### src/rtl/cr16_pkg.sv
// Shared definitions for the CR16 issue stage: opcodes, PSR bit positions,
// sequencer states and the immediate sign-extension helper.
package cr16_pkg;

  localparam logic [3:0] OP_ADD   = 4'd0;
  localparam logic [3:0] OP_ADDU  = 4'd1;
  localparam logic [3:0] OP_ADDC  = 4'd2;
  localparam logic [3:0] OP_ADDCU = 4'd3;
  localparam logic [3:0] OP_SUB   = 4'd4;
  localparam logic [3:0] OP_CMP   = 4'd5;
  localparam logic [3:0] OP_SUBU  = 4'd6;
  localparam logic [3:0] OP_AND   = 4'd7;
  localparam logic [3:0] OP_OR    = 4'd8;
  localparam logic [3:0] OP_XOR   = 4'd9;
  localparam logic [3:0] OP_NOT   = 4'd10;
  localparam logic [3:0] OP_LSH   = 4'd11;
  localparam logic [3:0] OP_RSH   = 4'd12;
  localparam logic [3:0] OP_ALSH  = 4'd13;
  localparam logic [3:0] OP_ARSH  = 4'd14;
  localparam logic [3:0] OP_NOP   = 4'd15;

  localparam int PSR_C = 0;
  localparam int PSR_L = 1;
  localparam int PSR_F = 2;
  localparam int PSR_Z = 3;
  localparam int PSR_N = 4;

  typedef enum logic [1:0] {
    ST_IDLE = 2'd0,
    ST_READ = 2'd1,
    ST_EXEC = 2'd2,
    ST_WB   = 2'd3
  } seqState_e;

  // The 7-bit immediate is two's complement; replicate its sign bit upward.
  function automatic logic [15:0] signExtendImm7(input logic [6:0] imm);
    return {{9{imm[6]}}, imm};
  endfunction

endpackage

### src/rtl/cr16_regfile.sv
// 16x16 general-purpose register file: two operand reads and one debug read
// (all combinational), one synchronous write port, synchronous clear.
module cr16_regfile #(
  parameter int REGS = 16
) (
  input  logic        clock_i,
  input  logic        reset_i,
  input  logic [3:0]  rdAddrA_i,
  output logic [15:0] rdDataA_o,
  input  logic [3:0]  rdAddrB_i,
  output logic [15:0] rdDataB_o,
  input  logic [3:0]  dbgAddr_i,
  output logic [15:0] dbgData_o,
  input  logic        wrEn_i,
  input  logic [3:0]  wrAddr_i,
  input  logic [15:0] wrData_i
);

  logic [15:0] regs_q [REGS];

  // Reads see the stored value, so a same-cycle write is only visible next cycle.
  always_ff @(posedge clock_i) begin
    if (reset_i) begin
      for (int i = 0; i < REGS; i++) begin
        regs_q[i] <= '0;
      end
    end else if (wrEn_i) begin
      regs_q[wrAddr_i] <= wrData_i;
    end
  end

  assign rdDataA_o = regs_q[rdAddrA_i];
  assign rdDataB_o = regs_q[rdAddrB_i];
  assign dbgData_o = regs_q[dbgAddr_i];

endmodule

### src/rtl/cr16_alu_sequencer.sv
// Issue stage for cr16_alu: accepts one instruction per four cycles, reads
// operands, pulses the ALU enable, then writes back the result and flags.
module cr16_alu_sequencer
  import cr16_pkg::*;
#(
  parameter int REG_COUNT = 16
) (
  input  logic        I_CLK,
  input  logic        I_RESET,
  input  logic        I_INSTR_VALID,
  input  logic [15:0] I_INSTR,
  output logic        O_INSTR_READY,
  output logic [15:0] O_ALU_A,
  output logic [15:0] O_ALU_B,
  output logic [3:0]  O_ALU_OPCODE,
  output logic        O_ALU_ENABLE,
  input  logic [15:0] I_ALU_C,
  input  logic [4:0]  I_ALU_STATUS,
  output logic [4:0]  O_PSR,
  output logic        O_DONE,
  input  logic [3:0]  I_DBG_ADDR,
  output logic [15:0] O_DBG_DATA
);

  seqState_e   state_q;
  logic [15:0] instr_q;
  logic [15:0] aluA_q;
  logic [15:0] aluB_q;
  logic [3:0]  aluOp_q;
  logic        aluEn_q;
  logic [4:0]  psr_q;
  logic        done_q;

  logic [15:0] rfDataA;
  logic [15:0] rfDataB;
  logic [3:0]  opcode;
  logic [15:0] aluB_d;
  logic [3:0]  aluOp_d;
  logic        aluEn_d;
  logic        wbWrite_d;

  assign opcode = instr_q[15:12];

  cr16_regfile #(
    .REGS(REG_COUNT)
  ) u_regfile (
    .clock_i   (I_CLK),
    .reset_i   (I_RESET),
    .rdAddrA_i (instr_q[11:8]),
    .rdDataA_o (rfDataA),
    .rdAddrB_i (instr_q[3:0]),
    .rdDataB_o (rfDataB),
    .dbgAddr_i (I_DBG_ADDR),
    .dbgData_o (O_DBG_DATA),
    .wrEn_i    (wbWrite_d),
    .wrAddr_i  (instr_q[11:8]),
    .wrData_i  (I_ALU_C)
  );

  // CMP borrows the ALU's SUB; only writeback distinguishes the two.
  always_comb begin
    aluB_d    = instr_q[7] ? signExtendImm7(instr_q[6:0]) : rfDataB;
    aluOp_d   = (opcode == OP_CMP) ? OP_SUB : opcode;
    aluEn_d   = (opcode != OP_NOP);
    wbWrite_d = (state_q == ST_WB) && !I_RESET &&
                (opcode != OP_CMP) && (opcode != OP_NOP);
  end

  always_ff @(posedge I_CLK) begin
    if (I_RESET) begin
      state_q <= ST_IDLE;
      instr_q <= '0;
      aluA_q  <= '0;
      aluB_q  <= '0;
      aluOp_q <= '0;
      aluEn_q <= 1'b0;
      psr_q   <= '0;
      done_q  <= 1'b0;
    end else begin
      case (state_q)
        ST_IDLE: begin
          if (I_INSTR_VALID) begin
            instr_q <= I_INSTR;
            state_q <= ST_READ;
          end
        end
        ST_READ: begin
          aluA_q  <= rfDataA;
          aluB_q  <= aluB_d;
          aluOp_q <= aluOp_d;
          aluEn_q <= aluEn_d;
          state_q <= ST_EXEC;
        end
        ST_EXEC: begin
          aluEn_q <= 1'b0;
          done_q  <= 1'b1;
          state_q <= ST_WB;
        end
        ST_WB: begin
          done_q <= 1'b0;
          if (opcode != OP_NOP) begin
            psr_q <= I_ALU_STATUS;
          end
          state_q <= ST_IDLE;
        end
        default: state_q <= ST_IDLE;
      endcase
    end
  end

  // Reset masks the handshake and the retire pulse in the cycle it is raised.
  assign O_INSTR_READY = (state_q == ST_IDLE) && !I_RESET;
  assign O_DONE        = done_q && !I_RESET;
  assign O_ALU_A       = aluA_q;
  assign O_ALU_B       = aluB_q;
  assign O_ALU_OPCODE  = aluOp_q;
  assign O_ALU_ENABLE  = aluEn_q;
  assign O_PSR         = psr_q;

endmodule

### config.mk
export PLATFORM = sky130hd
export DESIGN_NAME = cr16_alu_sequencer
export DESIGN_NICKNAME = d
export VERILOG_FILES = /design/src/rtl/cr16_pkg.sv /design/src/rtl/cr16_regfile.sv /design/src/rtl/cr16_alu_sequencer.sv
export SDC_FILE = /design/constraint.sdc
export NUM_CORES = 1
export LEC_CHECK = 0
export ABC_CLOCK_PERIOD_IN_PS = 2200
export CAP_MARGIN = 20
export CORE_AREA = 2 2 230 232
export CTS_CLUSTER_DIAMETER = 120
export DETAILED_ROUTE_END_ITERATION = 10
export DIE_AREA = 0 0 232 234
export PLACE_DENSITY = 0.5
export SLEW_MARGIN = 20
export SYNTH_ARGS = -nofsm -noshare
export SYNTH_HDL_FRONTEND = slang
export SYNTH_SLANG_ARGS = --single-unit
### constraint.sdc
create_clock -name I_CLK -period 2.2 [get_ports I_CLK]
set_input_delay 0.33 -clock I_CLK [delete_from_list [all_inputs] [get_ports I_CLK]]
set_output_delay 0.33 -clock I_CLK [all_outputs]
set_load 0.005 [all_outputs]
## After elaboration in Yosys (flattened, before gate mapping)

Memory sizes are Yosys's and may differ from the RTL's. A register that Yosys moved wholly into a read port is not among the register bits.
Index checks and enable logic that the tools add are counted.

- Register bits: 45
- Bits in latches: 0
- RAM bits: 256
- Bits in read-only memories: 0
- Bits of input ports: 44
- Output and inout bits: 60
- Word-level logic and storage cells: 43
- Memories kept: 1

Memories:

| name | depth | bits a word | read ports | clocked after memory_dff | wr ports | RTL line | text |
|---|---|---|---|---|---|---|---|
| u_regfile.regs_q | 16 | 16 | 3 | 2 | 16 | cr16_regfile.sv:19 | `logic [15:0] regs_q [REGS];` |

- Add/sub/neg operators: 0
- Multiply operators: 0
- Div/mod/pow operators: 0
- $lt $le $gt $ge: 0
- Eq/ne operators: 7
- Shifts and indexed selects: 0
- Mux-type cells: 16
- Bitwise logic cells: 0
- Reduce and logical (&&, ||, !) cells: 12

Operators by type and width:

| kind | number |
|---|---|
| 2-to-1 mux 16 bit | 2 |
| 2-to-1 mux 4 bit | 4 |
| OR reduction 16 bit | 1 |
| one-hot mux 2 bit (4 select lines) | 1 |
| 2-to-1 mux 1 bit | 6 |
| logical AND 1 bit | 5 |
| equality test 2 bit (second input constant) | 2 |
| equality test 4 x 3 -> 1 bit (second input constant) | 1 |
| inequality test 4 x 3 -> 1 bit (second input constant) | 1 |
| inequality test 4 bit (second input constant) | 1 |
| one-hot mux 1 bit (2 select lines) | 2 |
| AND reduction 2 bit | 2 |
| nonzero test 2 bit | 2 |
| equality test 2 x 1 -> 1 bit (second input constant) | 1 |
| zero test 2 bit | 1 |
| 2-to-1 mux 2 bit | 1 |
| inequality test 2 bit (second input constant) | 1 |
| zero test 1 bit | 1 |

## Longest topological paths before layout

- Word-level depth: 9
- Mapped depth: 7
- Gate-level depth less buffers: 5

## By module

A second synthesis with hierarchy kept.

- Cells, all modules: 1256
- Area, all modules: 17758.3 um^2

Modules (own cells, without submodules):

| module | instances | cells each | area each (um^2) | sequential area each (um^2) |
|---|---|---|---|---|
| cr16_regfile | 1 | 996 | 15265.9 | 7687.4 |
| cr16_alu_sequencer | 1 | 260 | 2492.4 | 1221.2 |

## Least setup slack after synthesis

OpenSTA, ideal clock, no wires.

- Kind: reg-to-reg
- Start: register state_q[1]
- End: memory u_regfile.regs_q[0][0] (enable)
- Setup time: 0.334 ns
- Data arrival time: 1.661 ns
- Data required time: 1.866 ns
- Setup slack: 0.205 ns
- Stages on the path, launching flop included: 7
- Path buffers: 1
- Clock period less this slack: 1.995 ns
- Path through: dfxtp_1 ha_1 buf_1 and2b_1 o211ai_2 nor3_4 or2_2

RTL lines:

| element | RTL line | text |
|---|---|---|
| from (decl) | cr16_alu_sequencer.sv:25 | `seqState_e state_q;` |
| from (signal assigned) | cr16_alu_sequencer.sv:71 | `state_q <= ST_IDLE;` |
| from (signal assigned) | cr16_alu_sequencer.sv:84 | `state_q <= ST_READ;` |
| from (signal assigned) | cr16_alu_sequencer.sv:92 | `state_q <= ST_EXEC;` |
| to (decl) | cr16_regfile.sv:19 |  |

==> impl_results.md <==
* Core Util, Final at 0.446
* Main flop type after synthesis: edfxtp_1
* Vias in the first global route at 12800
* Post-synthesis register bit count at approximately 320
* Largest net degree at the start of global routing at 76
* Filler cells at 4654
* Die area at 0.0543 mm2
* Worst-margin pin slew at 0.835 ns
* Power, Total at 18.3 mW
* Number of top-level pins at 104
* Max VDD drop at roughly 500 uV
* FP Rows at 84
* TNS Setup at -4.52 ns
* Buffers added on ports at between 100 and 150
* Critical Path End Type: output port
* Area Overhead vs Synth at 29.1%
* Global Route met2 Usage at 0.370
* Dpl hpwl at 45.8 mm
* Cts bufs inserted at 37
* Endpoints failing hold at 0
* Reg clk slew, reported paths at 0.06 ns
* R2R Setup Slk at approximately 0.11 ns
* Crit Path Category: flop to output port
* Syn_nets at ~1300
* DRT iter0 DRCs at 1325
* Initial core utilization at 0.346
* Longest Clk Path Bufs at 3
* WL/cell at 28.3 um
* Arrival @ worst endpoint at 2.25 ns
* Failing checks: negative setup slack
* Global route overflow at 0
* CTS tree: built
* Global routing's busiest layer: met2
* Hold_ws at 0.278 ns
* Fin Clk Skew at slightly below 0.02 ns
* Layout cells sized above 1 at 0.409
* Die Y at 234 um
* RSZ-0062 raised after global routing: yes
* Vias/cell at 5.53
* Slew HR at 0.443
* GRT met1 Usage at 0.347
* Yosys top cell area share at 0.427
* Crit start category: flop
* Final #Nets at 1657
* Worst-path fanout max at 2
* Critical R2R Capture: u_regfile.regs_q[9][10]
* Routed Antenna Nets at 0
* Syn Std Cell Area at around 0.018 mm2
* Status: finished, violations left
* Commonest cells post-synth: and2_1 (259), edfxtp_1 (256), mux4_2 (192)
* RePlAce Congestion at 0.867
* Highest Clock Rate at 0.388 GHz
* Root Buffer: clkbuf_16
* Power density over the cells at around 790 mW/mm2
* Final Slew Violations at 0
* # H-tree levels at 2
* Average size of a mapped cell at 14.6 um2
* R2R Path Start: state_q[1]
* CTS Sinks at 321
* Syn Inst Count at 1236
* Data required, critical path at 1.87 ns
* Clk_lat worst skew at 0.56 ns
* Synth async-reset ratio at 0
* MaxCap Viol Count at 0
* Minimum clock period at 2.58 ns
* Synth cell types at 40
* PnR worst setup slack at -0.377 ns
* Core area at 0.0520 mm2
* Drt pass-1 iters at 5
* GRT Resource Usage Total at 0.244
* Detailed Route WL at 65.8 mm
* Final worst path period share at 1.17
* R2R depth at 7
* Remaining DRCs at 0
* Seq/Total Area, Yosys at 0.500
* First-pass GRT wire length at 93.8 mm
* Initial antenna violation count at 4
* Routing usage on met3 at 0.0648
* DIE WIDTH at approximately 230 um
* Ant diodes at 0
* Critical path launch point: u_regfile.regs_q[8][5]
* Leakage at 8.57 nW
* CP Capture Point: O_DBG_DATA[5]
* Yosys warns at 0
* Hold crit path type: input port to flop
* Leading area contributor after synthesis: edfxtp_1
* Synth top area cells: edfxtp_1 (43%), mux4_2 (24%), and2_1 (9.0%)
* Setup violators final at 16
* Count leader, synth: and2_1
* DR vias at about 13000
* EDFF count, synth at 256
## registers in the layout, indices dropped and copies added (netlist names), 2 cells and up, named ones only
register          count
instr_q              16
O_ALU_OPCODE          4
O_PSR                 5
O_ALU_B              16
O_ALU_A              16
state_q               2
u_regfile.regs_q    256
## cells in the final DEF, fill, tap and decap left out, types with 9 or more instances in the layout
| cell type | n |
|---|---|
| buf_12 | 26 |
| a22o_1 | 22 |
| buf_4 | 318 |
| mux2_2 | 10 |
| a21oi_1 | 38 |
| clkdlybuf4s50_1 | 84 |
| nor2_2 | 13 |
| a221oi_1 | 15 |
| clkinv_1 | 9 |
| a311oi_1 | 26 |
| edfxtp_1 | 256 |
| nand2_1 | 74 |
| and2_1 | 258 |
| dfxtp_1 | 60 |
| or2_2 | 13 |
| mux2i_1 | 36 |
| clkbuf_1 | 9 |
| nor2_1 | 34 |
| buf_2 | 10 |
| mux4_2 | 197 |
| clkbuf_16 | 39 |
## timing repair
item,CTS,global route
hold endpoints to repair,0,0
hold buffers,0,0
endpoints found under the setup margin,49,64
setup buffers,29,16
resized for setup,76,12
## power by group
group	switching (mW)	internal [mW]
Sequential	0.425	7.06
Combinational	2.50	2.51
Clock	2.51	3.26
Total	5.43	12.8
## per-layer routing
layer | wire, um | up-vias
li1 | - | 5540
met1 | 29300 | 6693
met2 | 29300 | 523
met3 | 5710 | 85
met4 | 1410 | 4
met5 | 22 | -
## worst max-delay path, cell delays in order, from the launching register on
cell      delay [ns]
edfxtp_1        0.51
mux4_2          0.50
mux4_2          0.53
buf_6           0.15
## how the worst min path moves through the flow
stage	cells after the start	to	start	slack, ns
after floorplan	2	instr_q[6]	instr_q[6]	0.43
after global placement	2	O_PSR[2]	O_PSR[2]	0.44
after detailed placement	2	O_PSR[2]	O_PSR[2]	0.45
after CTS	3	O_ALU_OPCODE[3]	I_RESET	0.26
after global routing	3	state_q[1]	I_RESET	0.29
final	3	O_ALU_OPCODE[3]	I_RESET	0.28
## stage by stage
stage               instance area, um2  worst slack, ns  instances
finish                           23200           -0.377       2321
global route                     23200           -0.402       2321
CTS                              23100           -0.380       2305
detailed placement               21800           -0.524       2212
global placement                 21800           -0.486       2212
floorplan                        18000            0.205       1236
## kinds of logic (layout without fill, tap and decap cells)
family,after synthesis,in the layout,synth area share
xor gates and xnor gates,1,1,0.000905
adders and majority gates,5,5,0.00348
AOI/OAI and AO/OA,119,119,0.0485
muxes,244,244,0.275
DFF,321,321,0.500
and+or+nand+nor,425,425,0.134
buffers and inverters,121,518,0.0375
## cell type report
class / instances / area [um2] / share of cell area
clock buffer: 49 / 1020 / 0.0441
clock inverter: 15 / 73.8 / 0.00318
inverter: 8 / 30.0 / 0.00129
multi-input combinational: 794 / 8340 / 0.359
sequential: 321 / 9000 / 0.388
tap: 688 / 861 / 0.0371
timing repair buffer: 446 / 3890 / 0.167
No activity file was read; power rests on OpenSTA's default activity.
